===== config.mk =====
export PLATFORM = sky130hd
export DESIGN_NAME = uart_tx_fifo
export DESIGN_NICKNAME = d
export VERILOG_FILES = /design/src/rtl/uart_tx_fifo.sv
export SDC_FILE = /design/constraint.sdc
export NUM_CORES = 1
export LEC_CHECK = 0
export BUFFER_PORTS_ARGS = -buffer_cell sky130_fd_sc_hd__buf_2
export CAP_MARGIN = 20
export CORE_UTILIZATION = 50
export DETAILED_ROUTE_END_ITERATION = 16
export GPL_ROUTABILITY_DRIVEN = 0
export PLACE_DENSITY = 0.67
export SYNTH_ARGS = -nofsm -noshare
export SYNTH_HDL_FRONTEND = slang
export SYNTH_SLANG_ARGS = --single-unit

===== constraint.sdc =====
create_clock -name clock -period 8.6 [get_ports clock]
set_clock_uncertainty 0.05 [all_clocks]
set_input_delay 2.15 -clock clock [delete_from_list [all_inputs] [get_ports clock]]
set_output_delay 2.15 -clock clock [all_outputs]
set_load 0.005 [all_outputs]

===== src/rtl/uart_tx_fifo.sv =====
// ---------------------------------------------------------------------------
// uart_tx_fifo
// UART transmitter fed by a write-side FIFO. A master pushes payload words
// whenever the FIFO has room. The transmitter serialises them as frames:
//   start bit, DATA_BITS data bits sent LSB first, an optional parity bit,
//   and then one or two stop bits.
// When the FIFO still holds data at the end of a stop bit, the next frame
// starts immediately, with no idle gap between frames.
//
// Ports
//   clock       system clock, rising edge
//   reset       synchronous, active-high
//   prescaler   clocks per serial bit (0 behaves as 1)
//   parity_en   append a parity bit after the data bits
//   parity_odd  parity sense: 0 even, 1 odd
//   two_stop    send two stop bits instead of one
//   wr_en       push wr_data this cycle
//   wr_data     payload word
//   tx_pin      serial line, idle high
//   uart_busy   transmitter active or FIFO not empty
//   fifo_full   FIFO holds 2**ADDR_W entries
//   fifo_empty  FIFO holds no entries
//   fifo_level  current entry count
//   overflow    single-cycle flag: this cycle's write was dropped (FIFO full)
// ---------------------------------------------------------------------------
module uart_tx_fifo #(
    parameter int DATA_BITS   = 8,
    parameter int ADDR_W      = 4,
    parameter int PRESCALER_W = 16
) (
    input  logic                   clock,
    input  logic                   reset,
    input  logic [PRESCALER_W-1:0] prescaler,
    input  logic                   parity_en,
    input  logic                   parity_odd,
    input  logic                   two_stop,
    input  logic                   wr_en,
    input  logic [DATA_BITS-1:0]   wr_data,
    output logic                   tx_pin,
    output logic                   uart_busy,
    output logic                   fifo_full,
    output logic                   fifo_empty,
    output logic [ADDR_W:0]        fifo_level,
    output logic                   overflow
);

    typedef enum logic [2:0] {IDLE, START, DATA, PARITY, STOP} state_t;

    localparam int                 DEPTH     = 1 << ADDR_W;
    localparam int                 IDX_W     = 4;
    localparam logic [IDX_W-1:0]   LAST_IDX  = IDX_W'(DATA_BITS - 1);
    localparam logic [ADDR_W:0]    DEPTH_LVL = (ADDR_W + 1)'(DEPTH);

    logic [DATA_BITS-1:0]   mem [DEPTH];
    logic [ADDR_W-1:0]      wr_ptr;
    logic [ADDR_W-1:0]      rd_ptr;
    logic [ADDR_W:0]        level;
    logic [DATA_BITS-1:0]   head;
    logic                   push;
    logic                   pop;

    state_t                 state, state_n;
    logic [PRESCALER_W-1:0] cnt, cnt_n;
    logic [PRESCALER_W-1:0] p_l, p_l_n;
    logic [IDX_W-1:0]       bit_idx, bit_idx_n;
    logic [DATA_BITS-1:0]   shreg, shreg_n;
    logic                   par_en_l, par_en_n;
    logic                   par_bit_l, par_bit_n;
    logic                   two_stop_l, two_stop_n;
    logic                   tx_q, tx_n;
    logic                   bit_done;

    assign head       = mem[rd_ptr];
    assign fifo_empty = (level == '0);
    assign fifo_full  = (level == DEPTH_LVL);
    assign fifo_level = level;
    // A full FIFO can still take a write when the head leaves in the same cycle.
    assign push       = wr_en && (!fifo_full || pop);
    assign overflow   = wr_en && !push;
    assign uart_busy  = (state != IDLE) || !fifo_empty;
    assign tx_pin     = tx_q;
    // p_l is never 0; the load clamps a zero prescaler to 1.
    assign bit_done   = (cnt == p_l - PRESCALER_W'(1));

    // The payload storage has no reset. After reset, the pointers make the old
    // contents unreachable.
    always_ff @(posedge clock) begin
        if (push) begin
            mem[wr_ptr] <= wr_data;
        end
    end

    // FIFO pointers and occupancy. Both pointers wrap naturally at 2**ADDR_W.
    always_ff @(posedge clock) begin
        if (reset) begin
            wr_ptr <= '0;
            rd_ptr <= '0;
            level  <= '0;
        end else begin
            if (push) begin
                wr_ptr <= wr_ptr + ADDR_W'(1);
            end
            if (pop) begin
                rd_ptr <= rd_ptr + ADDR_W'(1);
            end
            case ({push, pop})
                2'b10:   level <= level + (ADDR_W + 1)'(1);
                2'b01:   level <= level - (ADDR_W + 1)'(1);
                default: level <= level;
            endcase
        end
    end

    // Transmitter state register. tx_pin is registered so the line is glitch-free.
    always_ff @(posedge clock) begin
        if (reset) begin
            state      <= IDLE;
            cnt        <= '0;
            p_l        <= PRESCALER_W'(1);
            bit_idx    <= '0;
            shreg      <= '0;
            par_en_l   <= 1'b0;
            par_bit_l  <= 1'b0;
            two_stop_l <= 1'b0;
            tx_q       <= 1'b1;
        end else begin
            state      <= state_n;
            cnt        <= cnt_n;
            p_l        <= p_l_n;
            bit_idx    <= bit_idx_n;
            shreg      <= shreg_n;
            par_en_l   <= par_en_n;
            par_bit_l  <= par_bit_n;
            two_stop_l <= two_stop_n;
            tx_q       <= tx_n;
        end
    end

    // Next-state logic. tx_n is the value the line shows during the next
    // state, so the start bit appears on the same edge that pops the FIFO.
    // In STOP, bit_idx counts the first and second stop bit.
    always_comb begin
        state_n    = state;
        cnt_n      = cnt;
        p_l_n      = p_l;
        bit_idx_n  = bit_idx;
        shreg_n    = shreg;
        par_en_n   = par_en_l;
        par_bit_n  = par_bit_l;
        two_stop_n = two_stop_l;
        tx_n       = tx_q;
        pop        = 1'b0;

        case (state)
            IDLE: begin
                tx_n = 1'b1;
                if (!fifo_empty) begin
                    pop = 1'b1;
                end
            end
            START: begin
                if (bit_done) begin
                    cnt_n     = '0;
                    bit_idx_n = '0;
                    state_n   = DATA;
                    tx_n      = shreg[0];
                end else begin
                    cnt_n = cnt + PRESCALER_W'(1);
                end
            end
            DATA: begin
                if (bit_done) begin
                    cnt_n = '0;
                    if (bit_idx == LAST_IDX) begin
                        bit_idx_n = '0;
                        if (par_en_l) begin
                            state_n = PARITY;
                            tx_n    = par_bit_l;
                        end else begin
                            state_n = STOP;
                            tx_n    = 1'b1;
                        end
                    end else begin
                        bit_idx_n = bit_idx + IDX_W'(1);
                        shreg_n   = shreg >> 1;
                        tx_n      = shreg[1];
                    end
                end else begin
                    cnt_n = cnt + PRESCALER_W'(1);
                end
            end
            PARITY: begin
                if (bit_done) begin
                    cnt_n     = '0;
                    bit_idx_n = '0;
                    state_n   = STOP;
                    tx_n      = 1'b1;
                end else begin
                    cnt_n = cnt + PRESCALER_W'(1);
                end
            end
            STOP: begin
                tx_n = 1'b1;
                if (bit_done) begin
                    cnt_n = '0;
                    if (two_stop_l && (bit_idx == '0)) begin
                        bit_idx_n = IDX_W'(1);
                    end else if (!fifo_empty) begin
                        pop = 1'b1;
                    end else begin
                        state_n = IDLE;
                    end
                end else begin
                    cnt_n = cnt + PRESCALER_W'(1);
                end
            end
            default: begin
                state_n = IDLE;
                tx_n    = 1'b1;
            end
        endcase

        // Every pop starts a new frame and snapshots that frame's configuration.
        if (pop) begin
            state_n    = START;
            cnt_n      = '0;
            bit_idx_n  = '0;
            shreg_n    = head;
            p_l_n      = (prescaler == '0) ? PRESCALER_W'(1) : prescaler;
            par_en_n   = parity_en;
            par_bit_n  = (^head) ^ parity_odd;
            two_stop_n = two_stop;
            tx_n       = 1'b0;
        end
    end

endmodule


==> results list <==
- Outcome: complete, no violations
- After Yosys synthesis, and, or, nand and nor cells account for 11.54% of the synthesized area.
- Clock latency on the worst-skew pair: 0.44 ns
- Top cells by instance count after synthesis: edfxtp_1 (128), nor2_1 (72), dfxtp_1 (68)
- Area of the die: 17740 um2
- Main combinational cell family by area after synthesis: simple AND/OR/NAND/NOR gates
- EDFF count, synth: 128
- Sequence of cells on the critical path: inv_1 > ha_1 > nor4b_4 > and2_1 > a41oi_2 > a2111oi_4 > o2111ai_4 > o21ai_4 > nor3b_1 > buf_2
- CTS tree: yes
- Effective utilization at floorplan: 51.54%
- # nets final: 719
- For this run the aggregate overflow at the end of global routing stands at 0.
- Ratio of total power to cell area: 303.2 nW/um2
* Number of top-level pins: 40
* Slowest stage cell on the critical path: nor4b_4
- Clock-pin transition on the worst setup and hold timing paths: 0.07 ns
- The tree is rooted in a clkbuf_16.
- STA classifies the critical path endpoint as a primary output.
- Entering global routing, the biggest net connects 35 pins.
* Flip-flop and latch area: 5207 um2
* Total of hold buffers inserted after clock tree synthesis: 0
- Static leakage: 0.003329 uW
* # DRC: 0
* Largest incremental delay on the critical path: 0.36 ns
- Once the clock tree was built, the setup fixing pass inserted 0 buffers.
- Max-slew headroom: 36.37%
- In the final layout, the multi-input gates occupy 3213 um2.
- Among all flip-flop cells after synthesis, the most frequent one is edfxtp_1.
- Unique masters post-synth: 62
* Crit path max fanout: 6
- Hold Slack: 0.4138 ns
- Diode insertion count for antenna repair: 0
- In the final timing run, aggregate negative setup slack is 0 ns.
* Mean number of vias per cell: 5.768
- Overall routing resource usage: 20.56%
- Number of routed nets with antenna violations: 0
* Number of placement rows: 47
* Data required time of the critical path: 6.40 ns
* Pin slew with the least headroom to its limit: 0.9509 ns
* Placement Setup Slack: 3.750 ns
* Count of mapped cells out of synthesis: 641
* Number of buffers created by CTS: 17
- Setup repair after global routing left no endpoint under its margin.
* Number of antenna violations at the first check in global routing: 0
* Die extent in x: 133.2 um
- Clock tree synthesis found a total of 196 sinks.
- IR analysis of the VDD net gives a maximum drop of 0.0001768 V.
- Relative to the synthesized area, the layout overhead comes to 11.34%.
- Via count of the first global-routing pass: 5327
- Area of the core region: 16700 um2
- Count of final hold-check violations: 0
- The synthesized design spends more area on one cell type than any other, namely edfxtp_1.
- The clock tree synthesis step divided the H-tree into 4 levels.
- Adder-cell share of the synthesized area: 1.977%
* F_max: 0.1938 GHz
- CTS-repair resized insts: 0
- For this run, asynchronously set or reset flops after synthesis account for 0%.
- In this run the deepest clock path goes through 2 buffers.
- Critical path startpoint category: flip-flop
- The number of max-slew violations in the final report is 0.
* Min-Delay Path Class: reg2reg
- The routed layout has 5243 vias.
* Synthesis-stage register bit count: 196
* Data arrival at the endpoint of the critical path: 2.96 ns
- Summed over its instances, the top area cell type makes up 44.66% of the synthesized netlist area.
- The synthesized netlist devotes 7.457% of its cell area to compound gates.
- Routed length per instance: 18.90 um
- Wires add up to 17.18 mm.
- Counting every net in the synthesized netlist gives 684.
- The clock period could shrink to 5.160 ns.
- Fill cell count: 1308
- The critical path is of the reg2out type.
- DRC marker count from the first detailed-route iteration: 371
* Worst hold path depth: 2
- Share of cell area taken by muxes after synthesis: 10.77%
- Count leader, synth: edfxtp_1
* Total of max-cap violations: 0
- Overall power consumption after layout is estimated at 2906 uW.
- For the worst flop-to-flop path, the logic depth is 18.
- Each instance of the synthesized netlist takes up on average 13.43 um2.
- Post-synthesis instance area: 8607 um2
- First-pass iteration count of the detailed router: 5
- Of the cells placed in the final design, the portion with a size suffix greater than 1 is 18.72%.
- First-pass GRT wire length: 27.59 mm
- The synthesized netlist devotes 5.495% of its cell area to XOR and XNOR gates.
- During placement, the flow inserted port buffers numbering 39.
* Worst Setup Slack, final: 3.440 ns
- Part of the cycle the worst path needs: 60.00%
- During synthesis, Yosys emitted a total of 0 warnings.
- Height of the chip: 133.2 um
* Post-detailed-placement half-perimeter wirelength: 11.69 mm
* Sequential area share after synthesis: 60.47%
* Synth area leaders: edfxtp_1 (45%), dfxtp_1 (16%), mux4_2 (8.9%), nor2_1 (3.1%), xnor2_1 (2.7%)
* Post-layout utilization of the core: 57.38%
- Final setup violation count: 0
## registers in the layout, summed over array words and instances, names as in the netlist, named ones only
register,count
par_en_l,1
fifo_level,5
wr_ptr,4
rd_ptr,4
tx_pin,1
shreg,8
two_stop_l,1
bit_idx,4
p_l,16
par_bit_l,1
state,3
cnt,16
mem,128
## stage by stage
step | cells | cell area, um2
4_1_cts | 908 | 9575
3_5_place_dp | 876 | 8996
6_report | 909 | 9583
5_1_grt | 909 | 9583
2_1_floorplan | 641 | 8607
3_3_place_gp | 872 | 8966
## final cells by class
class                      count  area share (%)
clock buffer                  17           4.439
clock inverter                15           1.606
inverter                      16          0.6267
multi-input combinational    399           33.53
sequential                   196           54.34
tap                          220           2.872
timing repair buffer          46           2.585
## placed cells by master (no fill, tap or decap), drive strengths merged, types with 9 or more instances in the layout
master  instances
a22oi          21
nand2b          9
o21ai          10
ha             12
mux4           34
inv            25
clkbuf         17
nand2          40
xor2           27
mux2i          15
buf            46
xnor2          27
edfxtp        128
dfxtp          68
a21oi          17
nor3           23
a22o           12
nand3          11
nor2           73
## worst max-delay path: cells and delay by family, from the launching register on
kind	cells	cell delay [ns]
and+or+nand+nor	3	0.67
buffers and inverters	2	0.22
AOI/OAI and AO/OA	4	1.00
DFF	1	0.34
adders and majority gates	1	0.30
## power breakdown
group	switching (uW)	internal (uW)	total [uW]
Combinational	512	425	937
Clock	383	389	772
Sequential	104	1090	1200
## metal layers
layer | vias up | GRT usage [%] | part of all wire [%] | wire (um)
met3 | 22 | 4.186 | 3.9 | 662
li1 | 2457 | - | - | -
met5 | - | 0 | 0 | 0
met2 | 131 | 35.98 | 52 | 8902
met4 | 0 | 7.449 | 1.5 | 263
met1 | 2633 | 25.22 | 43 | 7356
## cell families (layout without fill, tap and decap cells)
logic type,count (synthesis),count (layout)
AOI/OAI and AO/OA,84,84
xor gates and xnor gates,54,54
adders and majority gates,13,13
buffers and inverters,46,94
DFF,196,196
muxes,50,50
and+or+nand+nor,198,198
## final timing paths
path	slack, ns	from	end
setup / recovery	3.44	p_l[0]	overflow
hold / removal	0.41	shreg[3]	shreg[3]
setup reg to reg	4.21	p_l[0]	fifo_level[4]
hold reg to reg	0.41	shreg[3]	shreg[3]
Note: power is estimated with default switching activity, not from simulation.
